`config.mk`:
```
export PLATFORM = sky130hd
export DESIGN_NAME = fpu_addsub_issue
export DESIGN_NICKNAME = d
export VERILOG_FILES = /design/src/rtl/fpu_addsub_issue.sv
export SDC_FILE = /design/constraint.sdc
export NUM_CORES = 1
export LEC_CHECK = 0
export BUFFER_PORTS_ARGS = -buffer_cell sky130_fd_sc_hd__buf_2
export CAP_MARGIN = 20
export CORE_MARGIN = 4
export CORE_UTILIZATION = 59
export DETAILED_ROUTE_END_ITERATION = 16
export GPL_TIMING_DRIVEN = 1
export PLACE_DENSITY = 0.78
export SLEW_MARGIN = 15
export SYNTH_ARGS = -nofsm -noshare
export SYNTH_HDL_FRONTEND = slang
export SYNTH_SLANG_ARGS = --single-unit
```
`constraint.sdc`:
```
create_clock -name clk_i -period 20.7 [get_ports clk_i]
set_clock_uncertainty 0.05 [all_clocks]
set_input_delay 4.14 -clock clk_i [delete_from_list [all_inputs] [get_ports clk_i]]
set_output_delay 4.14 -clock clk_i [all_outputs]
set_load 0.01 [all_outputs]
```
`src/rtl/fpu_addsub_issue.sv`:
```
// fpu_addsub_issue: request FIFO + response register in front of one
// combinational bfloat16 Add_Sub unit, with an optional running-sum
// accumulator compiled in when FPU_ACC_EN is defined.
// Add_Sub (bf16 add/sub, round-to-nearest-even, canonical NaN 0x7FC0) is
// included below so this file builds on its own.

module Add_Sub (
    input  logic [15:0] a_i,
    input  logic [15:0] b_i,
    input  logic        inst_i,   // 1 = add, 0 = sub
    output logic [15:0] result_o
);
    logic       s_a, s_b, a_nan, b_nan, a_inf, b_inf, a_big, s_big, s_small, rnd;
    logic [7:0] e_a, e_b, x_a, x_b, m_a, m_b, e_big, e_small, m_big, m_small, d;
    logic [17:0] sh;
    logic [10:0] aligned, norm;
    logic [11:0] sum;
    logic [3:0]  msb;
    logic [9:0]  lz, lim, sh_l, e_r;
    logic [8:0]  mant;

    // Align, add/subtract, normalise and round; specials override at the end.
    // NOTE: every variable gets a value before any branch so no latch is inferred.
    always_comb begin
        s_a   = a_i[15];
        s_b   = b_i[15] ^ ~inst_i;
        e_a   = a_i[14:7];
        e_b   = b_i[14:7];
        a_nan = (&e_a) && (|a_i[6:0]);
        b_nan = (&e_b) && (|b_i[6:0]);
        a_inf = (&e_a) && !(|a_i[6:0]);
        b_inf = (&e_b) && !(|b_i[6:0]);
        m_a   = {|e_a, a_i[6:0]};
        m_b   = {|e_b, b_i[6:0]};
        x_a   = (e_a == 8'd0) ? 8'd1 : e_a;
        x_b   = (e_b == 8'd0) ? 8'd1 : e_b;
        a_big = {x_a, m_a} >= {x_b, m_b};
        e_big   = a_big ? x_a : x_b;
        m_big   = a_big ? m_a : m_b;
        s_big   = a_big ? s_a : s_b;
        e_small = a_big ? x_b : x_a;
        m_small = a_big ? m_b : m_a;
        s_small = a_big ? s_b : s_a;
        d       = e_big - e_small;
        sh      = {m_small, 10'b0} >> d;
        aligned = (d > 8'd17) ? {10'b0, |m_small} : {sh[17:8], sh[7] | (|sh[6:0])};
        sum = (s_big == s_small) ? ({1'b0, m_big, 3'b000} + {1'b0, aligned})
                                 : ({1'b0, m_big, 3'b000} - {1'b0, aligned});
        msb = '0;
        for (int i = 0; i < 11; i++) begin
            if (sum[i]) msb = 4'(i);
        end
        lz   = 10'd10 - {6'b0, msb};
        lim  = {2'b0, e_big} - 10'd1;
        sh_l = (lz > lim) ? lim : lz;
        if (sum[11]) begin
            norm = {sum[11:2], sum[1] | sum[0]};
            e_r  = {2'b0, e_big} + 10'd1;
        end else begin
            norm = sum[10:0] << sh_l;
            e_r  = norm[10] ? ({2'b0, e_big} - sh_l) : 10'd0;
        end
        rnd  = norm[2] & (norm[1] | norm[0] | norm[3]);
        mant = {1'b0, norm[10:3]} + {8'b0, rnd};
        if (mant[8]) begin
            mant = {1'b0, mant[8:1]};
            e_r  = e_r + 10'd1;
        end else if ((e_r == 10'd0) && mant[7]) begin
            e_r = 10'd1;
        end
        if (e_r >= 10'd255) result_o = {s_big, 8'hFF, 7'h00};
        else                result_o = {s_big, e_r[7:0], mant[6:0]};
        if (sum == 12'd0) result_o = {s_a & s_b, 15'b0};
        if (a_nan || b_nan || (a_inf && b_inf && (s_a != s_b))) result_o = 16'h7FC0;
        else if (a_inf) result_o = {s_a, 8'hFF, 7'h00};
        else if (b_inf) result_o = {s_b, 8'hFF, 7'h00};
    end
endmodule

module fpu_addsub_issue #(
    parameter int unsigned FIFO_DEPTH = 2,
    parameter int unsigned TAG_W      = 4
) (
    input  logic             clk_i,
    input  logic             rst_ni,
    input  logic             req_valid_i,
    output logic             req_ready_o,
    input  logic [1:0]       req_op_i,
    input  logic [15:0]      req_a_i,
    input  logic [15:0]      req_b_i,
    input  logic [TAG_W-1:0] req_tag_i,
    output logic             rsp_valid_o,
    input  logic             rsp_ready_i,
    output logic [15:0]      rsp_result_o,
    output logic [TAG_W-1:0] rsp_tag_o,
    output logic [15:0]      acc_o,
    output logic             busy_o
);
    localparam int unsigned PTR_W = (FIFO_DEPTH > 1) ? $clog2(FIFO_DEPTH) : 1;
    localparam int unsigned CNT_W = PTR_W + 1;
    localparam logic [CNT_W-1:0] FULL_CNT = CNT_W'(FIFO_DEPTH);

    typedef struct packed {
        logic [1:0]       op;
        logic [15:0]      a;
        logic [15:0]      b;
        logic [TAG_W-1:0] tag;
    } entry_t;

    entry_t             mem_q [FIFO_DEPTH];
    entry_t             mem_d [FIFO_DEPTH];
    entry_t             head;
    logic [PTR_W-1:0]   wr_ptr_q, wr_ptr_d, rd_ptr_q, rd_ptr_d;
    logic [CNT_W-1:0]   count_q, count_d;
    logic               rsp_valid_q, rsp_valid_d;
    logic [15:0]        rsp_result_q, rsp_result_d;
    logic [TAG_W-1:0]   rsp_tag_q, rsp_tag_d;
    logic [15:0]        acc_q, acc_d;
    logic               push, pop;
    logic [15:0]        add_a, add_res;

    assign head        = mem_q[rd_ptr_q];
    assign req_ready_o = (count_q != FULL_CNT);
    assign push        = req_valid_i && req_ready_o;
    assign pop         = (count_q != '0) && (!rsp_valid_q || rsp_ready_i);
    assign rsp_valid_o  = rsp_valid_q;
    assign rsp_result_o = rsp_result_q;
    assign rsp_tag_o    = rsp_tag_q;
    assign busy_o       = (count_q != '0) || rsp_valid_q;

`ifdef FPU_ACC_EN
    assign add_a = (head.op == 2'b10) ? acc_q : head.a;
    assign acc_o = acc_q;
`else
    logic unused_op1;
    assign unused_op1 = head.op[1];
    assign add_a      = head.a;
    assign acc_o      = 16'h0000;
`endif

    Add_Sub u_add_sub (
        .a_i      (add_a),
        .b_i      (head.b),
        .inst_i   (!head.op[0]),
        .result_o (add_res)
    );

    // FIFO bookkeeping, response slot and accumulator next-state.
    always_comb begin
        mem_d        = mem_q;
        wr_ptr_d     = wr_ptr_q;
        rd_ptr_d     = rd_ptr_q;
        count_d      = count_q;
        rsp_valid_d  = rsp_valid_q;
        rsp_result_d = rsp_result_q;
        rsp_tag_d    = rsp_tag_q;
        acc_d        = acc_q;
        if (push) begin
            mem_d[wr_ptr_q] = '{op: req_op_i, a: req_a_i, b: req_b_i, tag: req_tag_i};
            wr_ptr_d        = wr_ptr_q + PTR_W'(1);
        end
        if (pop) begin
            rd_ptr_d     = rd_ptr_q + PTR_W'(1);
            rsp_valid_d  = 1'b1;
            rsp_result_d = add_res;
            rsp_tag_d    = head.tag;
`ifdef FPU_ACC_EN
            if (head.op == 2'b11) begin
                rsp_result_d = acc_q;
                acc_d        = 16'h0000;
            end else if (head.op == 2'b10) begin
                acc_d = add_res;
            end
`endif
        end else if (rsp_ready_i) begin
            rsp_valid_d = 1'b0;
        end
        if (push && !pop)      count_d = count_q + CNT_W'(1);
        else if (pop && !push) count_d = count_q - CNT_W'(1);
    end

    // Control and response state, cleared by reset.
    // NOTE: state registers use non-blocking assignments so every flop samples pre-edge values.
    always_ff @(posedge clk_i or negedge rst_ni) begin
        if (!rst_ni) begin
            wr_ptr_q     <= '0;
            rd_ptr_q     <= '0;
            count_q      <= '0;
            rsp_valid_q  <= 1'b0;
            rsp_result_q <= 16'h0000;
            rsp_tag_q    <= '0;
        end else begin
            wr_ptr_q     <= wr_ptr_d;
            rd_ptr_q     <= rd_ptr_d;
            count_q      <= count_d;
            rsp_valid_q  <= rsp_valid_d;
            rsp_result_q <= rsp_result_d;
            rsp_tag_q    <= rsp_tag_d;
        end
    end

    // FIFO payload storage.
    // NOTE: the payload array has no reset; count_q alone decides which entries are live.
    always_ff @(posedge clk_i) begin
        mem_q <= mem_d;
    end

`ifdef FPU_ACC_EN
    // Running-sum accumulator register.
    always_ff @(posedge clk_i or negedge rst_ni) begin
        if (!rst_ni) acc_q <= 16'h0000;
        else         acc_q <= acc_d;
    end
`else
    assign acc_q = 16'h0000;
`endif
endmodule

```
==> results by group <==
Die
  – Die area: 19000 um2
  – DIE HEIGHT: 138 um
  – Initial core utilization: 60.1%
  – Die Span X: 138 um
  – Area of the core: 16600 um2
  – Std-Cell Rows: 47
  – Num ports: 81

Finish
  – Fillers: 1437
  – Most frequent cells in the layout: nor2_1, nand2_1, a21oi_1, edfxtp_1, buf_2
  – Final #Nets: 1289
  – Layout area overhead: 6.78%
  – Commonest non-fill, non-tap cell in the layout: nor2_1
  – Diodes inserted: 0
  – Layout cells sized above 1: 14.4%

Logic synthesis
  – Top post-synthesis cells by area: edfxtp_1, ha_1, dfrtp_1, nor2_1, a21oi_1
  – Top_reg_cell synth: edfxtp_1
  – Top-area cell type share of the netlist area: 22.3%
  – Cell variety after synth: 107
  – Async SR Flop Fraction: 25.3%
  – Syn Inst Count: 1152
  – YS warnings: 0
  – Post-synthesis sequential element count: 99
  – Seq/Total Area, Yosys: 28.6%
  – Mapped cell area: 9970 um2
  – Avg Inst Size Synth: 8.66 um2
  – EDFF count, synth: 74
  – Largest area contributor in the netlist: edfxtp_1

GRT
  – Global-route wire length before repair: 43600 um
  – Pin count of the biggest net entering global routing: 38
  – GR Overflow Total: 0
  – Vias in the first global route: 8679
  – Initial antenna violation count: 0
  – Global Route Usage Sum: 26.9%

Clocking
  – Skew-Pair Late Insertion Delay: 0.34 ns
  – Hold Buf Count CTS: 0
  – Clk buf depth: 2
  – Cts repair resizes: 0
  – CTS H-tree depth: 3
  – Sink Count: 99
  – Post-CTS setup buffers: 0
  – CTS tree: done
  – CTS Root Cell: clkbuf_16
  – Reg clk slew, reported paths: 0.08 ns
  – Inserted Clock Buffers: 9

Timing
  – Tightest Pin Transition: 1.06 ns
  – Slew headroom: 28.5%
  – Period utilization: 79.3%
  – RSZ-0062 raised after global routing: no
  – Final Critical Period: 16.41 ns
  – Final setup fails: 0
  – Sum Neg Setup Slack: 0 ns
  – F_max: 0.0609 GHz
  – Final Max Tran Viols: 0
  – Hold violation count in the final report: 0

Worst setup path
  – Max Fanout on Critical Path: 26
  – CP peak stage delay: 0.72 ns
  – CP bufs+invs: 6
  – Worst path slowest cell: dfrtp_2
  – Worst Setup Start Kind: flip-flop
  – Setup crit end kind: flip-flop
  – CP required: 20.88 ns
  – Crit Path Category: reg -> reg
  – CP delay by family, top: simple AND/OR/NAND/NOR gates
  – CP Data Arrival Time: 16.60 ns

Placement
  – HPWL after detailed placement: 20100 um
  – PortBufs: 63
  – Placer congestion estimate: 0.941

Outcome
  – Outcome: complete, no violations

Drt
  – Wire per inst: 18.7 um
  – Drt initial violations: 814
  – Vias: 9276
  – Final WL: 26400 um
  – Detailed Routing Iterations Pass 1: 7
  – Vias per Instance: 6.57
  – Remaining antenna violation count: 0
  – DRC: 0

Flow run
  – Max-capacitance violation count: 0

Worst hold path
  – Hold Path Class: reg -> reg
-- per-stage QoR --
step / area (um2) / utilization (%) / std cells / hold slack [ns] / worst slack (ns)
2_1_floorplan: 10000 / - / 1167 / 0.410 / 7.19
3_3_place_gp: 10300 / 62.4 / 1395 / 0.411 / 4.94
3_5_place_dp: 10300 / 62.4 / 1395 / 0.411 / 4.78
4_1_cts: 10600 / 64.2 / 1411 / 0.431 / 4.53
5_1_grt: 10600 / 64.2 / 1411 / 0.469 / 2.65
6_report: 10600 / 64.2 / 1411 / 0.428 / 4.29
-- routing by layer --
metal,vias to the layer above,part of all wire (%),GRT usage [%]
met5,-,0,0
met4,0,2.7,7.70
met3,60,7.0,2.94
met2,382,45,42.7
met1,4372,45,39.2
li1,4462,-,-
-- cell usage after synthesis (6+ instances only) --
library cell  number
o21a_1             9
mux2_2            19
inv_1             50
nand4_1           19
o31a_1             9
a21o_1            22
and2_1            11
xnor2_1           20
nor2b_1            6
or3_1             16
a211oi_1          19
or2_2             14
nand2_1           98
a211o_1            9
nor4_1            31
buf_2             14
nand3_1           34
a21oi_1           74
mux2i_1           37
edfxtp_1          74
o41ai_1            6
o31ai_1           14
o211ai_1           9
nand2b_1          12
xor2_1            22
and3_1            22
nor2_1           100
buf_4             18
nor3_1            22
dfrtp_1           25
o21ai_0           59
a31oi_1           21
o22a_1             8
clkbuf_1          25
ha_1              59
-- area by class of cell --
cell class	instances	area, um2	share of cell area (%)
multi-input cells	950	6640	62.3
flip-flops and latches	99	2850	26.8
repair buffers	72	383	3.60
inverters	54	203	1.90
clock inverters	7	76.3	0.717
well taps	220	275	2.59
clock buffers	9	225	2.12
-- worst paths after layout --
| check | slack (ns) | to | from | depth (start not counted) |
|---|---|---|---|---|
| hold reg to reg | 0.43 | rsp_result_o[5] | rsp_result_o[5] | 2 |
| min in group asynchronous | 3.73 | rsp_result_o[7] | rst_ni | 1 |
| hold / removal | 0.43 | rsp_result_o[5] | rsp_result_o[5] | 2 |
| max in group asynchronous | 16.48 | rd_ptr_q | rst_ni | 1 |
| setup / recovery | 4.29 | rsp_result_o[2] | rd_ptr_q | 62 |
| setup reg to reg | 4.29 | rsp_result_o[2] | rd_ptr_q | 62 |
-- sequential cells by signal, indices dropped and copies added, names as in the netlist --
name,flops
count_q,2
mem_q,74
rd_ptr_q,1
rsp_result_o,16
rsp_tag_o,4
rsp_valid_o,1
wr_ptr_q,1
-- cell families (layout without fill, tap and decap cells) --
| group | count (synthesis) | in the layout | synth area share, % |
|---|---|---|---|
| xor gates and xnor gates | 42 | 42 | 3.69 |
| muxes | 60 | 60 | 6.68 |
| AOI/OAI and AO/OA | 343 | 343 | 24.8 |
| DFF | 99 | 99 | 28.6 |
| adders and majority gates | 61 | 61 | 7.80 |
| other | 1 | 16 | 0.0376 |
| buffers and inverters | 118 | 142 | 5.60 |
| and+or+nand+nor | 428 | 428 | 22.8 |
-- worst reg2reg max path, delay by kind of cell (launching register included) --
kind	cells	cell delay, ns
multiplexers	2	0.54
buffers and inverters	6	1.41
flip-flops	1	0.72
AO/OA/AOI/OAI	23	5.07
adder cells (fa/ha/maj)	6	2.01
AND/OR/NAND/NOR	25	6.49
Power is not shown: default switching activity piles up to over one toggle a cycle in this logic, so the estimate is an artifact.
